<file path="src/rtl/smac_seq_ctrl.sv">
// Sequencer for a bit-serial MAC array: walks weight/activation bit planes per op, filter group and position.
// Latency: LOAD one cycle after start is accepted; strobes are registered and show in the cycle of their state.
// Backpressure: stall freezes every register and masks all strobes in the same cycle; busy stays high.
module smac_seq_ctrl #(
    parameter int PA_MAX  = 8,
    parameter int PW_MAX  = 8,
    parameter int MNO     = 288,
    parameter int MNV     = 50176,
    parameter int NFG_MAX = 8,
    localparam int OPW    = $clog2(MNO + 1),
    localparam int FILW   = $clog2(NFG_MAX + 1),
    localparam int VOLW   = $clog2(MNV + 1),
    localparam int FIW    = (NFG_MAX > 1) ? $clog2(NFG_MAX) : 1
) (
    input  logic            clk,
    input  logic            rst,
    input  logic            start,
    input  logic            stall,
    input  logic            cfg_pa_sel,
    input  logic [1:0]      cfg_pw_sel,
    input  logic [OPW-1:0]  cfg_num_ops,
    input  logic [FILW-1:0] cfg_num_fil,
    input  logic [VOLW-1:0] cfg_num_vol,
    input  logic            cfg_cont,
    output logic            busy,
    output logic            act_load,
    output logic            wei_load,
    output logic            acc_clr,
    output logic            acc_en,
    output logic            msb_a,
    output logic            msb_w,
    output logic            quant_en,
    output logic            wb,
    output logic            update_in,
    output logic            update_out,
    output logic            done,
    output logic [2:0]      bit_a_idx,
    output logic [2:0]      bit_w_idx,
    output logic [FIW-1:0]  fil_idx
);

    typedef enum logic [2:0] {
        S_IDLE,
        S_LOAD,
        S_COMPUTE,
        S_QUANT,
        S_WB,
        S_UPDATE
    } state_t;

    // Precisions are held as the index of their last bit (Pa-1, Pw-1).
    typedef struct packed {
        logic [2:0]      pa_last;
        logic [2:0]      pw_last;
        logic [OPW-1:0]  num_ops;
        logic [FILW-1:0] num_fil;
        logic [VOLW-1:0] num_vol;
        logic            cont;
    } cfg_t;

    state_t          state;
    cfg_t            cfg_q;
    cfg_t            cfg_in;
    logic [OPW-1:0]  op_cnt;
    logic [VOLW-1:0] vol_cnt;
    logic [FIW-1:0]  fil_q;
    logic [2:0]      bit_a_q;
    logic [2:0]      bit_w_q;
    logic [2:0]      bit_a_nxt;
    logic [2:0]      bit_w_nxt;
    logic            w_wrap;
    logic            a_wrap;
    logic            op_last;
    logic            fil_last;
    logic            vol_last;
    logic            frozen;
    logic            busy_q;
    logic            act_load_q;
    logic            wei_load_q;
    logic            acc_clr_q;
    logic            acc_en_q;
    logic            msb_a_q;
    logic            msb_w_q;
    logic            quant_en_q;
    logic            wb_q;
    logic            update_in_q;
    logic            update_out_q;
    logic            done_q;

    // Selects beyond the synthesised maximum precision clamp to that maximum.
    always_comb begin
        cfg_in.pa_last = (cfg_pa_sel && (PA_MAX >= 8)) ? 3'd7 : 3'd3;
        if ((cfg_pw_sel == 2'b00) || (PW_MAX < 4)) begin
            cfg_in.pw_last = 3'd1;
        end else if ((cfg_pw_sel == 2'b01) || (PW_MAX < 8)) begin
            cfg_in.pw_last = 3'd3;
        end else begin
            cfg_in.pw_last = 3'd7;
        end
        cfg_in.num_ops = (cfg_num_ops == '0) ? OPW'(1)  : cfg_num_ops;
        cfg_in.num_fil = (cfg_num_fil == '0) ? FILW'(1) : cfg_num_fil;
        cfg_in.num_vol = (cfg_num_vol == '0) ? VOLW'(1) : cfg_num_vol;
        cfg_in.cont    = cfg_cont;
    end

    always_comb begin
        w_wrap    = (bit_w_q == cfg_q.pw_last);
        a_wrap    = (bit_a_q == cfg_q.pa_last);
        bit_w_nxt = w_wrap ? 3'd0 : bit_w_q + 3'd1;
        bit_a_nxt = w_wrap ? (a_wrap ? 3'd0 : bit_a_q + 3'd1) : bit_a_q;
        op_last   = ((op_cnt + OPW'(1)) >= cfg_q.num_ops);
        fil_last  = ((FILW'(fil_q) + FILW'(1)) >= cfg_q.num_fil);
        vol_last  = ((vol_cnt + VOLW'(1)) >= cfg_q.num_vol);
        frozen    = stall && (state != S_IDLE);
    end

    always_ff @(posedge clk) begin
        if (rst) begin
            state        <= S_IDLE;
            cfg_q        <= '0;
            op_cnt       <= '0;
            vol_cnt      <= '0;
            fil_q        <= '0;
            bit_a_q      <= '0;
            bit_w_q      <= '0;
            busy_q       <= 1'b0;
            act_load_q   <= 1'b0;
            wei_load_q   <= 1'b0;
            acc_clr_q    <= 1'b0;
            acc_en_q     <= 1'b0;
            msb_a_q      <= 1'b0;
            msb_w_q      <= 1'b0;
            quant_en_q   <= 1'b0;
            wb_q         <= 1'b0;
            update_in_q  <= 1'b0;
            update_out_q <= 1'b0;
            done_q       <= 1'b0;
        end else if (!frozen) begin
            act_load_q   <= 1'b0;
            wei_load_q   <= 1'b0;
            acc_clr_q    <= 1'b0;
            acc_en_q     <= 1'b0;
            msb_a_q      <= 1'b0;
            msb_w_q      <= 1'b0;
            quant_en_q   <= 1'b0;
            wb_q         <= 1'b0;
            update_in_q  <= 1'b0;
            update_out_q <= 1'b0;
            done_q       <= 1'b0;
            unique case (state)
                S_IDLE: begin
                    if (start) begin
                        cfg_q      <= cfg_in;
                        state      <= S_LOAD;
                        busy_q     <= 1'b1;
                        wei_load_q <= 1'b1;
                        act_load_q <= 1'b1;
                        acc_clr_q  <= 1'b1;
                    end
                end
                S_LOAD: begin
                    // Bit indices are always 0 here, so the first COMPUTE cycle is plane (0,0).
                    state    <= S_COMPUTE;
                    acc_en_q <= 1'b1;
                    msb_w_q  <= (bit_w_q == cfg_q.pw_last);
                    msb_a_q  <= (bit_a_q == cfg_q.pa_last);
                end
                S_COMPUTE: begin
                    if (w_wrap && a_wrap) begin
                        bit_a_q <= 3'd0;
                        bit_w_q <= 3'd0;
                        if (op_last) begin
                            op_cnt     <= '0;
                            state      <= S_QUANT;
                            quant_en_q <= 1'b1;
                        end else begin
                            op_cnt     <= op_cnt + OPW'(1);
                            state      <= S_LOAD;
                            wei_load_q <= 1'b1;
                            act_load_q <= (fil_q == '0);
                        end
                    end else begin
                        bit_w_q  <= bit_w_nxt;
                        bit_a_q  <= bit_a_nxt;
                        acc_en_q <= 1'b1;
                        msb_w_q  <= (bit_w_nxt == cfg_q.pw_last);
                        msb_a_q  <= (bit_a_nxt == cfg_q.pa_last);
                    end
                end
                S_QUANT: begin
                    state        <= S_WB;
                    wb_q         <= 1'b1;
                    update_out_q <= 1'b1;
                end
                S_WB: begin
                    if (!fil_last) begin
                        fil_q      <= fil_q + FIW'(1);
                        state      <= S_LOAD;
                        wei_load_q <= 1'b1;
                        acc_clr_q  <= 1'b1;
                    end else begin
                        fil_q       <= '0;
                        state       <= S_UPDATE;
                        done_q      <= vol_last;
                        update_in_q <= !vol_last;
                    end
                end
                S_UPDATE: begin
                    if (vol_last) begin
                        vol_cnt <= '0;
                        op_cnt  <= '0;
                        fil_q   <= '0;
                        bit_a_q <= 3'd0;
                        bit_w_q <= 3'd0;
                        if (cfg_q.cont) begin
                            cfg_q      <= cfg_in;
                            state      <= S_LOAD;
                            wei_load_q <= 1'b1;
                            act_load_q <= 1'b1;
                            acc_clr_q  <= 1'b1;
                        end else begin
                            state  <= S_IDLE;
                            busy_q <= 1'b0;
                        end
                    end else begin
                        vol_cnt    <= vol_cnt + VOLW'(1);
                        state      <= S_LOAD;
                        wei_load_q <= 1'b1;
                        act_load_q <= 1'b1;
                        acc_clr_q  <= 1'b1;
                    end
                end
                default: begin
                    state  <= S_IDLE;
                    busy_q <= 1'b0;
                end
            endcase
        end
    end

    assign busy       = busy_q;
    assign act_load   = act_load_q   & ~stall;
    assign wei_load   = wei_load_q   & ~stall;
    assign acc_clr    = acc_clr_q    & ~stall;
    assign acc_en     = acc_en_q     & ~stall;
    assign msb_a      = msb_a_q      & ~stall;
    assign msb_w      = msb_w_q      & ~stall;
    assign quant_en   = quant_en_q   & ~stall;
    assign wb         = wb_q         & ~stall;
    assign update_in  = update_in_q  & ~stall;
    assign update_out = update_out_q & ~stall;
    assign done       = done_q       & ~stall;
    assign bit_a_idx  = bit_a_q;
    assign bit_w_idx  = bit_w_q;
    assign fil_idx    = fil_q;

endmodule

</file>
<file path="config.mk">
export PLATFORM = sky130hd
export DESIGN_NAME = smac_seq_ctrl
export DESIGN_NICKNAME = d
export VERILOG_FILES = /design/src/rtl/smac_seq_ctrl.sv
export SDC_FILE = /design/constraint.sdc
export NUM_CORES = 1
export LEC_CHECK = 0
export ABC_CLOCK_PERIOD_IN_PS = 5450
export CAP_MARGIN = 10
export CORE_MARGIN = 3
export CORE_UTILIZATION = 33
export CTS_BUF_LIST = sky130_fd_sc_hd__clkbuf_16
export CTS_CLUSTER_DIAMETER = 120
export DETAILED_ROUTE_END_ITERATION = 10
export GPL_ROUTABILITY_DRIVEN = 0
export GPL_TIMING_DRIVEN = 0
export PLACE_DENSITY = 0.54
export SYNTH_ARGS = -nofsm -noshare
export SYNTH_HDL_FRONTEND = slang
export SYNTH_SLANG_ARGS = --single-unit
</file>
<file path="constraint.sdc">
create_clock -name clk -period 5.45 [get_ports clk]
set_input_delay 0.545 -clock clk [delete_from_list [all_inputs] [get_ports clk]]
set_output_delay 0.545 -clock clk [all_outputs]
set_load 0.02 [all_outputs]
</file>
Word level (Yosys, flattened, before mapping)
Index checks and enable logic that the tools add are counted.
Cells by class
  bitwise logic cells: 13
  reduce and logical (&&, ||, !) cells: 22
  $add $sub $neg: 6
  $lt $le $gt $ge: 3
  eq/ne operators: 15
  muxes and demuxes: 61
Operators by type and width (number)
  2-to-1 mux 36 bit: 3
  one-hot mux 36 bit (2 select lines): 1
  2-to-1 mux 3 bit: 14
  2-to-1 mux 9 bit: 4
  2-to-1 mux 16 bit: 2
  2-to-1 mux 1 bit: 23
  one-hot mux 3 bit (2 select lines): 3
  one-hot mux 3 bit (6 select lines): 1
  one-hot mux 9 bit (2 select lines): 1
  adder 16 x 1 -> 16 bit (second input constant): 1
  >= comparator 16 bit: 1
  zero test 16 bit: 1
  equality test 3 bit: 4
  bitwise AND 1 bit: 10
  inequality test 2 bit (second input constant): 5
  AND reduction 5 bit: 2
  adder 3 x 1 -> 3 bit (second input constant): 3
  adder 9 x 1 -> 9 bit (second input constant): 1
  >= comparator 9 bit: 1
  zero test 9 bit: 1
  one-hot mux 1 bit (3 select lines): 3
  AND reduction 3 bit: 3
  AND reduction 4 bit: 2
  equality test 3 x 2 -> 1 bit (second input constant): 2
  19 further kinds: 28
Storage, ports and cells
  word-level logic and storage cells: 143
  register bits after elaboration: 84
  bits of input ports: 37
  output and inout bits: 21

Logic depth before layout (Yosys ltp)
Gate-level depths: netlist (run 1).
  depth after elaboration: 6
  mapped depth: 13
  gate-level depth less buffers: 12

Least setup slack after synthesis (run 1)
Ideal clock, no wire load.
  kind: reg-to-reg
  start: reg vol_cnt[2]
  end: reg vol_cnt[6]
  cell stages (with the launch flop): 13
  arrival time: 3.227 ns
  buffers on the path: 1
  data required time: 5.380 ns
  period minus slack after synthesis: 3.298 ns
  slack: 2.152 ns
  setup time: 0.070 ns
  path through: dfxtp_1 > and4_4 > or4b_4 > nor2_1 > xor2_1 > ha_1 > a211o_2 > o211ai_1 > o41a_4 > buf_6 > nand2_4 > or4_1 > a21oi_1
On the way
  cells in the longest elaborated chain, start to end: 3
Ends and longest elaborated chain
  start: declaration: line 65  | logic [VOLW-1:0] vol_cnt;
  start signal: assignment: line 226  | vol_cnt <= vol_cnt + VOLW'(1);
  adder 16 x 1 -> 16 bit (*): line 113, 226
  >= comparator 16 bit: line 113  | vol_last = ((vol_cnt + VOLW'(1)) >= cfg_q.num_vol);
  2-to-1 mux 16 bit (*): line 209  | if (vol_last) begin
Mark *: on every way between the ends. The rest lies on a longest branch, timed or not.
A chain may end at the register's enable or synchronous reset.

Final worst setup path (run 1)
  start: reg vol_cnt[0]
  end: reg cfg_q[28] in the netlist's numbering
On the way
  cells in the longest elaborated chain, start to end: 4
Ends and longest elaborated chain
  adder 16 x 1 -> 16 bit: line 113
  >= comparator 16 bit: line 113
  inequality test 2 bit (no line)
  AND reduction 5 bit (no line)
  end signal: assignment: line 153  | cfg_q <= cfg_in;
  end signal: assignment: line 216  | cfg_q <= cfg_in;
  end: declaration: line 62  | cfg_t cfg_q;
Every way passes these cells.

==> tab_implementation.tex, run 1 <==
\begin{tabular}{lr}
\hline
Metric & Value \\
\hline
\multicolumn{2}{l}{\textbf{Run status}} \\
Run status & completed \\
\multicolumn{2}{l}{\textbf{Critical path}} \\
Worst EP arrival & 4180 ps \\
Largest fanout of any net on the critical path & 10 \\
CP cell instances & ha\_1 > clkbuf\_1 > nand2\_1 > nor4\_1 > xnor2\_1 > ha\_1 > nand4\_2 > or2\_4 > o41ai\_2 > o21ai\_1 > clkbuf\_1 > nand3\_1 > a21oi\_1 \\
Crit path from & vol\_cnt[0] \\
CP bufs+invs & 2 \\
Critical Path RT & around 5700 ps \\
R2r setup slk & 1490 ps \\
Startpoint of the worst-slack reg-to-reg timing path & vol\_cnt[0] \\
Stage delay of the slowest cell on the critical path & $\sim$600 ps \\
Class of the most critical setup path & flop to flop \\
Crit path launch type & flop \\
Kind of end point of the critical path & flop \\
Cell type group with the largest total delay on the critical path & simple AND/OR/NAND/NOR gates \\
Slowest stage cell, crit path & sky130\_fd\_sc\_hd\_\_o41ai\_2 \\
\multicolumn{2}{l}{\textbf{Logic synthesis}} \\
Post-synth EDFFs & 0 \\
Total nets after synthesis & around 750 \\
Yosys cell types & 72 \\
Post-Syn Area & $\sim$5300 um2 \\
Cells after synthesis & 675 \\
Yosys Warn Count & 0 \\
Flop and latch count out of synthesis & 82 \\
Post-synthesis sequential area ratio & a little under a third \\
Top flip-flop cell by instance count after synthesis & sky130\_fd\_sc\_hd\_\_dfxtp\_1 \\
Share of flip-flops with an asynchronous set or reset after synthesis & 0\% \\
Syn\_area\_per\_cell & 7.82 um2 \\
\multicolumn{2}{l}{\textbf{Global route}} \\
Wire length of the first global-routing pass & 25500 um \\
Global routing usage summed across all routing layers & 17.9\% \\
Number of global-route vias before repair & 4984 \\
Total congestion overflow & 0 \\
Pin count of the biggest net entering global routing & 15 \\
Number of antenna violations at the first check in global routing & 0 \\
\multicolumn{2}{l}{\textbf{STA}} \\
Unrepaired setup endpoints after global routing & false \\
Maximum clock rate & 0.252 GHz \\
Count of final max-slew check failures & 0 \\
Slew margin rel. & 54.3\% \\
Worst clock skew & roughly 6.7 ps \\
Final critical delay including setup and external delays & 3960 ps \\
Hold Slack & roughly 450 ps \\
Fin. Hold Viols & 0 \\
Finish-stage setup viols & 0 \\
Pin slew with the least headroom to its limit & 685 ps \\
Setup TNS after final layout & 0 ps \\
Share of the cycle needed by the critical path after routing & between 70\% and 80\% \\
\multicolumn{2}{l}{\textbf{Route}} \\
Final wirelength & 15700 um \\
Vias post-DR & 5118 \\
Average routed wire per standard cell & around 16 um \\
Drt initial violations & 273 \\
Detail Route Antenna Nets & 0 \\
Average vias per placed instance & 5.34 \\
Router iterations before antenna repair & 5 \\
Number of design rule violations left after detail routing & 0 \\
\multicolumn{2}{l}{\textbf{Clocking}} \\
Number of buffers inserted to repair setup after CTS & 0 \\
Num Clock Sinks & 82 \\
Number of CTS-inserted buffers & 9 \\
Cts repair resizes & 0 \\
Clock-pin slew on the worst setup and hold paths & 60 ps \\
Maximum count of clock buffers along a single path & 2 \\
\# hold bufs at CTS & 0 \\
Count of H-tree levels built during CTS & 3 \\
Clock latency on the worst-skew pair & 350 ps \\
Root buffer cell & sky130\_fd\_sc\_hd\_\_clkbuf\_16 \\
Clock tree from TritonCTS & built \\
\multicolumn{2}{l}{\textbf{Floorplan}} \\
Die area & approximately 18000 um2 \\
Number of top-level design ports & 58 \\
Number of placement rows & 45 \\
Starting Density & $\sim$34\% \\
Core outline area & 15400 um2 \\
Die width & 132 um \\
Height of the die & around 130 um \\
\multicolumn{2}{l}{\textbf{Layout}} \\
Growth of design area from synthesis to finish & 22.3\% \\
Most common library cell in the layout ignoring fill and taps & sky130\_fd\_sc\_hd\_\_dfxtp\_1 \\
Nets & 815 \\
Commonest cells after routing, fill and taps aside & sky130\_fd\_sc\_hd\_\_dfxtp\_1 (82), sky130\_fd\_sc\_hd\_\_a21oi\_1 (73), sky130\_fd\_sc\_hd\_\_clkdlybuf4s50\_1 (57) \\
Fraction of layout cells with a size suffix above 1 & 8.82\% \\
Number of inserted diodes & 0 \\
Final standard cell count with taps included and fillers excluded & approximately 960 \\
Number of fillers in the final layout & between 1.5k and 2k \\
Utilization after layout & 41.8\% \\
\multicolumn{2}{l}{\textbf{Pwr}} \\
Max VDD drop & 0.170 mV \\
Areal power density over the cells & between 200 and 300 nW/um2 \\
Leak pwr & 2.28 nW \\
\multicolumn{2}{l}{\textbf{Place}} \\
Half-perimeter wire length after placement & 12000 um \\
Instance count after placement with tap cells included & between 900 and 1k \\
Port bufs & 57 \\
\multicolumn{2}{l}{\textbf{Flow run}} \\
Max-capacitance violation count & 0 \\
\multicolumn{2}{l}{\textbf{Hold path}} \\
Min-Delay Path Class & flop to flop \\
Critical hold path startpoint & vol\_cnt[14] \\
\hline
\end{tabular}
layer usage:
metal	wire length, um	global-route usage [%]	vias up
li1	-	-	2571
met1	7310	23.0	2413
met2	7500	30.1	120
met3	743	4.94	14
met4	173	4.21	0
met5	0	0	-
worst paths after layout:
path | endpoint | depth (start not counted)
worst max-delay path | cfg_q[28] | 13
worst min-delay path | vol_cnt[14] | 2
worst max register to register | cfg_q[28] | 13
worst min register to register | vol_cnt[14] | 2
cell families after synthesis:
kind of cell	after synthesis	synth area share (%)
AND/OR/NAND/NOR	262	26.1
AO/OA/AOI/OAI	191	23.3
flip-flops	82	31.1
buffers and inverters	76	6.31
adder cells (fa/ha/maj)	35	8.30
XOR/XNOR	25	4.15
multiplexers	4	0.759
synthesized netlist by cell type (all sizes together), types with 4 or more instances:
cell type	number	share of area, %
a22oi	5	0.71
ha	35	8.3
and3	7	0.85
inv	35	2.5
nand4	8	1.1
clkbuf	23	1.6
nor3	19	1.9
xnor2	19	3.2
a21oi	74	7.1
a31o	9	1.5
nand2	57	4.2
dfxtp	82	31
nor2	45	3.2
o41ai	4	0.81
buf	18	2.2
or4	8	1.1
nand2b	18	2.3
xor2	6	1.0
mux2i	4	0.76
o21ai	55	5.3
nand3	49	4.6
nor2b	17	2.0
a31oi	5	0.59
nor4	7	0.83
or2	8	1.0
or3	4	0.47
a211oi	9	1.6
a311oi	4	0.66
worst register-to-register path, stage by stage, from the launching register on:
cell	delay, ps
sky130_fd_sc_hd__dfxtp_1	490
sky130_fd_sc_hd__ha_1	200
sky130_fd_sc_hd__clkbuf_1	290
sky130_fd_sc_hd__nand2_1	200
sky130_fd_sc_hd__nor4_1	390
sky130_fd_sc_hd__xnor2_1	160
sky130_fd_sc_hd__ha_1	330
sky130_fd_sc_hd__nand4_2	140
sky130_fd_sc_hd__or2_4	300
sky130_fd_sc_hd__o41ai_2	600
sky130_fd_sc_hd__o21ai_1	180
sky130_fd_sc_hd__clkbuf_1	300
sky130_fd_sc_hd__nand3_1	180
sky130_fd_sc_hd__a21oi_1	70
through the flow:
stage / instance area [um2] / setup slack (ps) / power, mW
3_5_place_dp: 6110 / 1500 / 1.06
5_1_grt: 6450 / 1180 / 1.84
2_1_floorplan: 5280 / 2150 / 0.931
6_report: 6450 / 1490 / 1.75
3_3_place_gp: 6110 / 1520 / 1.05
4_1_cts: 6450 / 1500 / 1.77
flip-flops by register name, indices dropped and copies added, names as in the netlist:
signal and cells:
vol_cnt 16, wei_load_q 1, act_load_q 1, msb_w_q 1, fil_idx 3, update_out_q 1, bit_a_idx 3, acc_en_q 1
msb_a_q 1, done_q 1, state 3, busy 1, op_cnt 9, cfg_q 34, bit_w_idx 3, update_in_q 1
quant_en_q 1, acc_clr_q 1
cell type report:
| class | count | area, um2 | share of cell area, % |
|---|---|---|---|
| plain buffers | 41 | 201 | 3.12 |
| clock buffers | 9 | 225 | 3.49 |
| clock inverters | 7 | 118 | 1.82 |
| inverters | 35 | 131 | 2.04 |
| multi-input cells | 517 | 3300 | 51.2 |
| flip-flops and latches | 82 | 1640 | 25.4 |
| well taps | 211 | 264 | 4.09 |
| repair buffers | 57 | 571 | 8.84 |
report_power, final:
part / internal [mW] / switching [mW] / total (mW)
Clock: 0.447 / 0.260 / 0.706
Sequential: 0.635 / 0.0250 / 0.660
Combinational: 0.152 / 0.235 / 0.388
Total: 1.23 / 0.520 / 1.75
(Power assumes the default switching activity.)
==> inputs of run 2 (changes only) <==
- ABC_CLOCK_PERIOD_IN_PS: 5450 -> 3900
- clock period: 5.45 -> 3.9 ns (I/O delays scaled with it)
==> run 2 against run 1 <==
Effect of this change: worst hold slack better by 1.4 ps; flip-flop and latch count stayed put; clock power is 40% higher; combinational power rose by 41%; die area unchanged; sequential share of layout area decreased by 0.10 points; utilization rose by 0.20 points; first-iteration DRC count up 21%; fmax increased by 7.3%; routed wire length up 0.26%; largest power group unchanged.
==> tab_implementation.tex, run 2 (synthesis results as in run 1) <==
\begin{tabular}{lr}
\hline
Metric & Value \\
\hline
\multicolumn{2}{l}{\textbf{Run status}} \\
Run status & completed (unchanged) \\
\multicolumn{2}{l}{\textbf{Floorplan}} \\
Starting Density & 34.2\% (unchanged) \\
Die width & 132 um (unchanged) \\
Height of the die & 132 um (unchanged) \\
Die area & 17500 um2 (unchanged) \\
Core outline area & 15400 um2 (unchanged) \\
Number of placement rows & 45 (unchanged) \\
Number of top-level design ports & 58 (unchanged) \\
\multicolumn{2}{l}{\textbf{Critical path}} \\
Class of the most critical setup path & flop to flop (unchanged) \\
CP cell instances & ha\_1 > nand2\_1 > nor4\_1 > xnor2\_1 > ha\_1 > nand4\_2 > or2\_4 > o41a\_4 > buf\_6 > a21oi\_2 > or4b\_1 > o31ai\_2 (was ha\_1 > clkbuf\_1 > nand2\_1 > nor4\_1 > xnor2\_1 > ha\_1 > nand4\_2 > or2\_4 > o41ai\_2 > o21ai\_1 > clkbuf\_1 > nand3\_1 > a21oi\_1) \\
Kind of end point of the critical path & flop (unchanged) \\
Largest fanout of any net on the critical path & 10 (unchanged) \\
Worst EP arrival & 3930 ps (was 4180 ps) \\
Stage delay of the slowest cell on the critical path & 520 ps (was 600 ps) \\
Cell repeated most along the worst path & sky130\_fd\_sc\_hd\_\_ha\_1 \\
Slowest stage cell, crit path & sky130\_fd\_sc\_hd\_\_o41a\_4 (was sky130\_fd\_sc\_hd\_\_o41ai\_2) \\
Crit path launch type & flop (unchanged) \\
Critical Path RT & 4130 ps (was 5660 ps) \\
\multicolumn{2}{l}{\textbf{Layout}} \\
Fraction of layout cells with a size suffix above 1 & 9.48\% (was 8.82\%) \\
Utilization after layout & 42.0\% (was 41.8\%) \\
Growth of design area from synthesis to finish & 22.9\% (was 22.3\%) \\
Most common library cell in the layout ignoring fill and taps & sky130\_fd\_sc\_hd\_\_dfxtp\_1 (unchanged) \\
Number of inserted diodes & 0 (unchanged) \\
Nets & 816 (was 815) \\
Number of flip-flops under the largest register name & 34 (unchanged) \\
Largest register by flop count & cfg\_q (unchanged) \\
Commonest cells after routing, fill and taps aside & sky130\_fd\_sc\_hd\_\_dfxtp\_1 (81), sky130\_fd\_sc\_hd\_\_a21oi\_1 (73), sky130\_fd\_sc\_hd\_\_clkdlybuf4s50\_1 (57) (was sky130\_fd\_sc\_hd\_\_dfxtp\_1 (82), sky130\_fd\_sc\_hd\_\_a21oi\_1 (73), sky130\_fd\_sc\_hd\_\_clkdlybuf4s50\_1 (57)) \\
Final standard cell count with taps included and fillers excluded & 960 (was 959) \\
Registers with the highest flip-flop counts & cfg\_q: 34 flops, vol\_cnt: 16 flops, op\_cnt: 9 flops (unchanged) \\
\multicolumn{2}{l}{\textbf{Global route}} \\
Pin count of the biggest net entering global routing & 15 (unchanged) \\
Number of antenna violations at the first check in global routing & 0 (unchanged) \\
Global routing usage summed across all routing layers & 18.0\% (was 17.9\%) \\
Number of global-route vias before repair & 5003 (was 4984) \\
Wire length of the first global-routing pass & 25500 um (about the same) \\
Total congestion overflow & 0 (unchanged) \\
\multicolumn{2}{l}{\textbf{Pwr}} \\
Leak pwr & 2.30 nW (was 2.28 nW) \\
Proportion of power drawn by combinational gates & 22.3\% (was 22.1\%) \\
Switching Fraction & 29.7\% (about the same) \\
Share of power burned in the clock network & 40.1\% (was 40.3\%) \\
Net Sw Power & 0.730 mW (was 0.520 mW) \\
Areal power density over the cells & 379 nW/um2 (was 272 nW/um2) \\
Max VDD drop & 0.239 mV (was 0.170 mV) \\
Power Internal & 1.73 mW (was 1.23 mW) \\
Portion of total power attributed to sequential cells & 37.6\% (about the same) \\
\multicolumn{2}{l}{\textbf{Route}} \\
Drt initial violations & 330 (was 273) \\
Final wirelength & 15800 um (was 15700 um) \\
Average vias per placed instance & 5.34 (about the same) \\
Vias post-DR & 5128 (was 5118) \\
Number of design rule violations left after detail routing & 0 (unchanged) \\
Detail Route Antenna Nets & 0 (unchanged) \\
Average routed wire per standard cell & 16.4 um (about the same) \\
Router iterations before antenna repair & 5 (unchanged) \\
\multicolumn{2}{l}{\textbf{STA}} \\
Pin slew with the least headroom to its limit & 687 ps (was 685 ps) \\
Share of the cycle needed by the critical path after routing & 94.7\% (was 72.7\%) \\
Final critical delay including setup and external delays & 3690 ps (was 3960 ps) \\
Worst clock skew & 6.92 ps (was 6.73 ps) \\
Finish-stage setup viols & 0 (unchanged) \\
Count of final max-slew check failures & 0 (unchanged) \\
Fin. Hold Viols & 0 (unchanged) \\
Maximum clock rate & 0.271 GHz (was 0.252 GHz) \\
Slew margin rel. & 54.2\% (was 54.3\%) \\
\multicolumn{2}{l}{\textbf{Clocking}} \\
Clock-pin slew on the worst setup and hold paths & 60 ps (about the same) \\
Count of H-tree levels built during CTS & 3 (unchanged) \\
Clock latency on the worst-skew pair & 350 ps (about the same) \\
Num Clock Sinks & 82 (unchanged) \\
Maximum count of clock buffers along a single path & 2 (unchanged) \\
Root buffer cell & sky130\_fd\_sc\_hd\_\_clkbuf\_16 (unchanged) \\
Number of CTS-inserted buffers & 9 (unchanged) \\
Clock tree from TritonCTS & built (unchanged) \\
\multicolumn{2}{l}{\textbf{Flow run}} \\
Max-capacitance violation count & 0 (unchanged) \\
\multicolumn{2}{l}{\textbf{Place}} \\
Half-perimeter wire length after placement & 12000 um (unchanged) \\
Port bufs & 57 (unchanged) \\
Instance count after placement with tap cells included & 943 (unchanged) \\
\multicolumn{2}{l}{\textbf{Hold path}} \\
Min-Delay Path Class & flop to flop (unchanged) \\
\hline
\end{tabular}
-- run 2: area by class of cell --
type                            count  area, um2
Tap cell                          211        264
Sequential cell                    82       1640
Fill cell                        1600       8940
Clock buffer                        9        225
Timing Repair Buffer               59        586
Multi-Input combinational cell    517       3310
Inverter                           35        131
Buffer                             40        205
Clock inverter                      7        118
-- run 2: worst paths after layout --
kind	cells after the start	end	start	slack, ps
hold / removal	2	vol_cnt[14]	vol_cnt[14]	460
setup / recovery	12	op_cnt[0]	vol_cnt[0]	210
setup reg to reg	12	op_cnt[0]	vol_cnt[0]	210
hold reg to reg	2	vol_cnt[14]	vol_cnt[14]	460
-- run 2: critical path, delay by kind of cell (launching register included) --
family                     cells  cell delay [ps]
AOI/OAI and AO/OA              3              860
DFF                            1              480
xor gates and xnor gates       1              160
and+or+nand+nor                5             1190
buffers and inverters          1              160
adders and majority gates      2              710
-- run 2: power groups by stage --
stage | sequential (mW) | clock [mW] | combinational (mW)
2_1_floorplan | 0.932 | 0 | 0.370
6_report | 0.923 | 0.987 | 0.548
5_1_grt | 0.929 | 1.04 | 0.611
3_3_place_gp | 0.940 | 0 | 0.533
4_1_cts | 0.922 | 1.01 | 0.546
3_5_place_dp | 0.940 | 0 | 0.539
-- run 2: per-layer routing --
metal,global-route usage [%],part of all wire (%),vias to the layer above
met1,23.0,46,2429
met5,0,0,-
met2,30.2,48,110
met3,4.94,4.7,16
met4,4.21,1.3,0
li1,-,-,2573
-- run 2: timing repair --
item,in CTS,in global routing
pin swaps,0,1
setup buffers,0,2
hold buffers,0,0
endpoints found under the setup margin,11,55
resized for setup,1,8
-- run 2: metrics by stage --
step / worst slack, ps / hold WS (ps) / TNS [ps] / cell area (um2) / total power, mW
3_5_place_dp: -52.8 / 447 / -400 / 6110 / 1.48
2_1_floorplan: 602 / 432 / 0 / 5280 / 1.30
5_1_grt: -32.9 / 468 / -57.9 / 6490 / 2.58
4_1_cts: 75.8 / 455 / 0 / 6470 / 2.48
3_3_place_gp: -28.1 / 444 / -179 / 6110 / 1.47
6_report: 206 / 456 / 0 / 6490 / 2.46
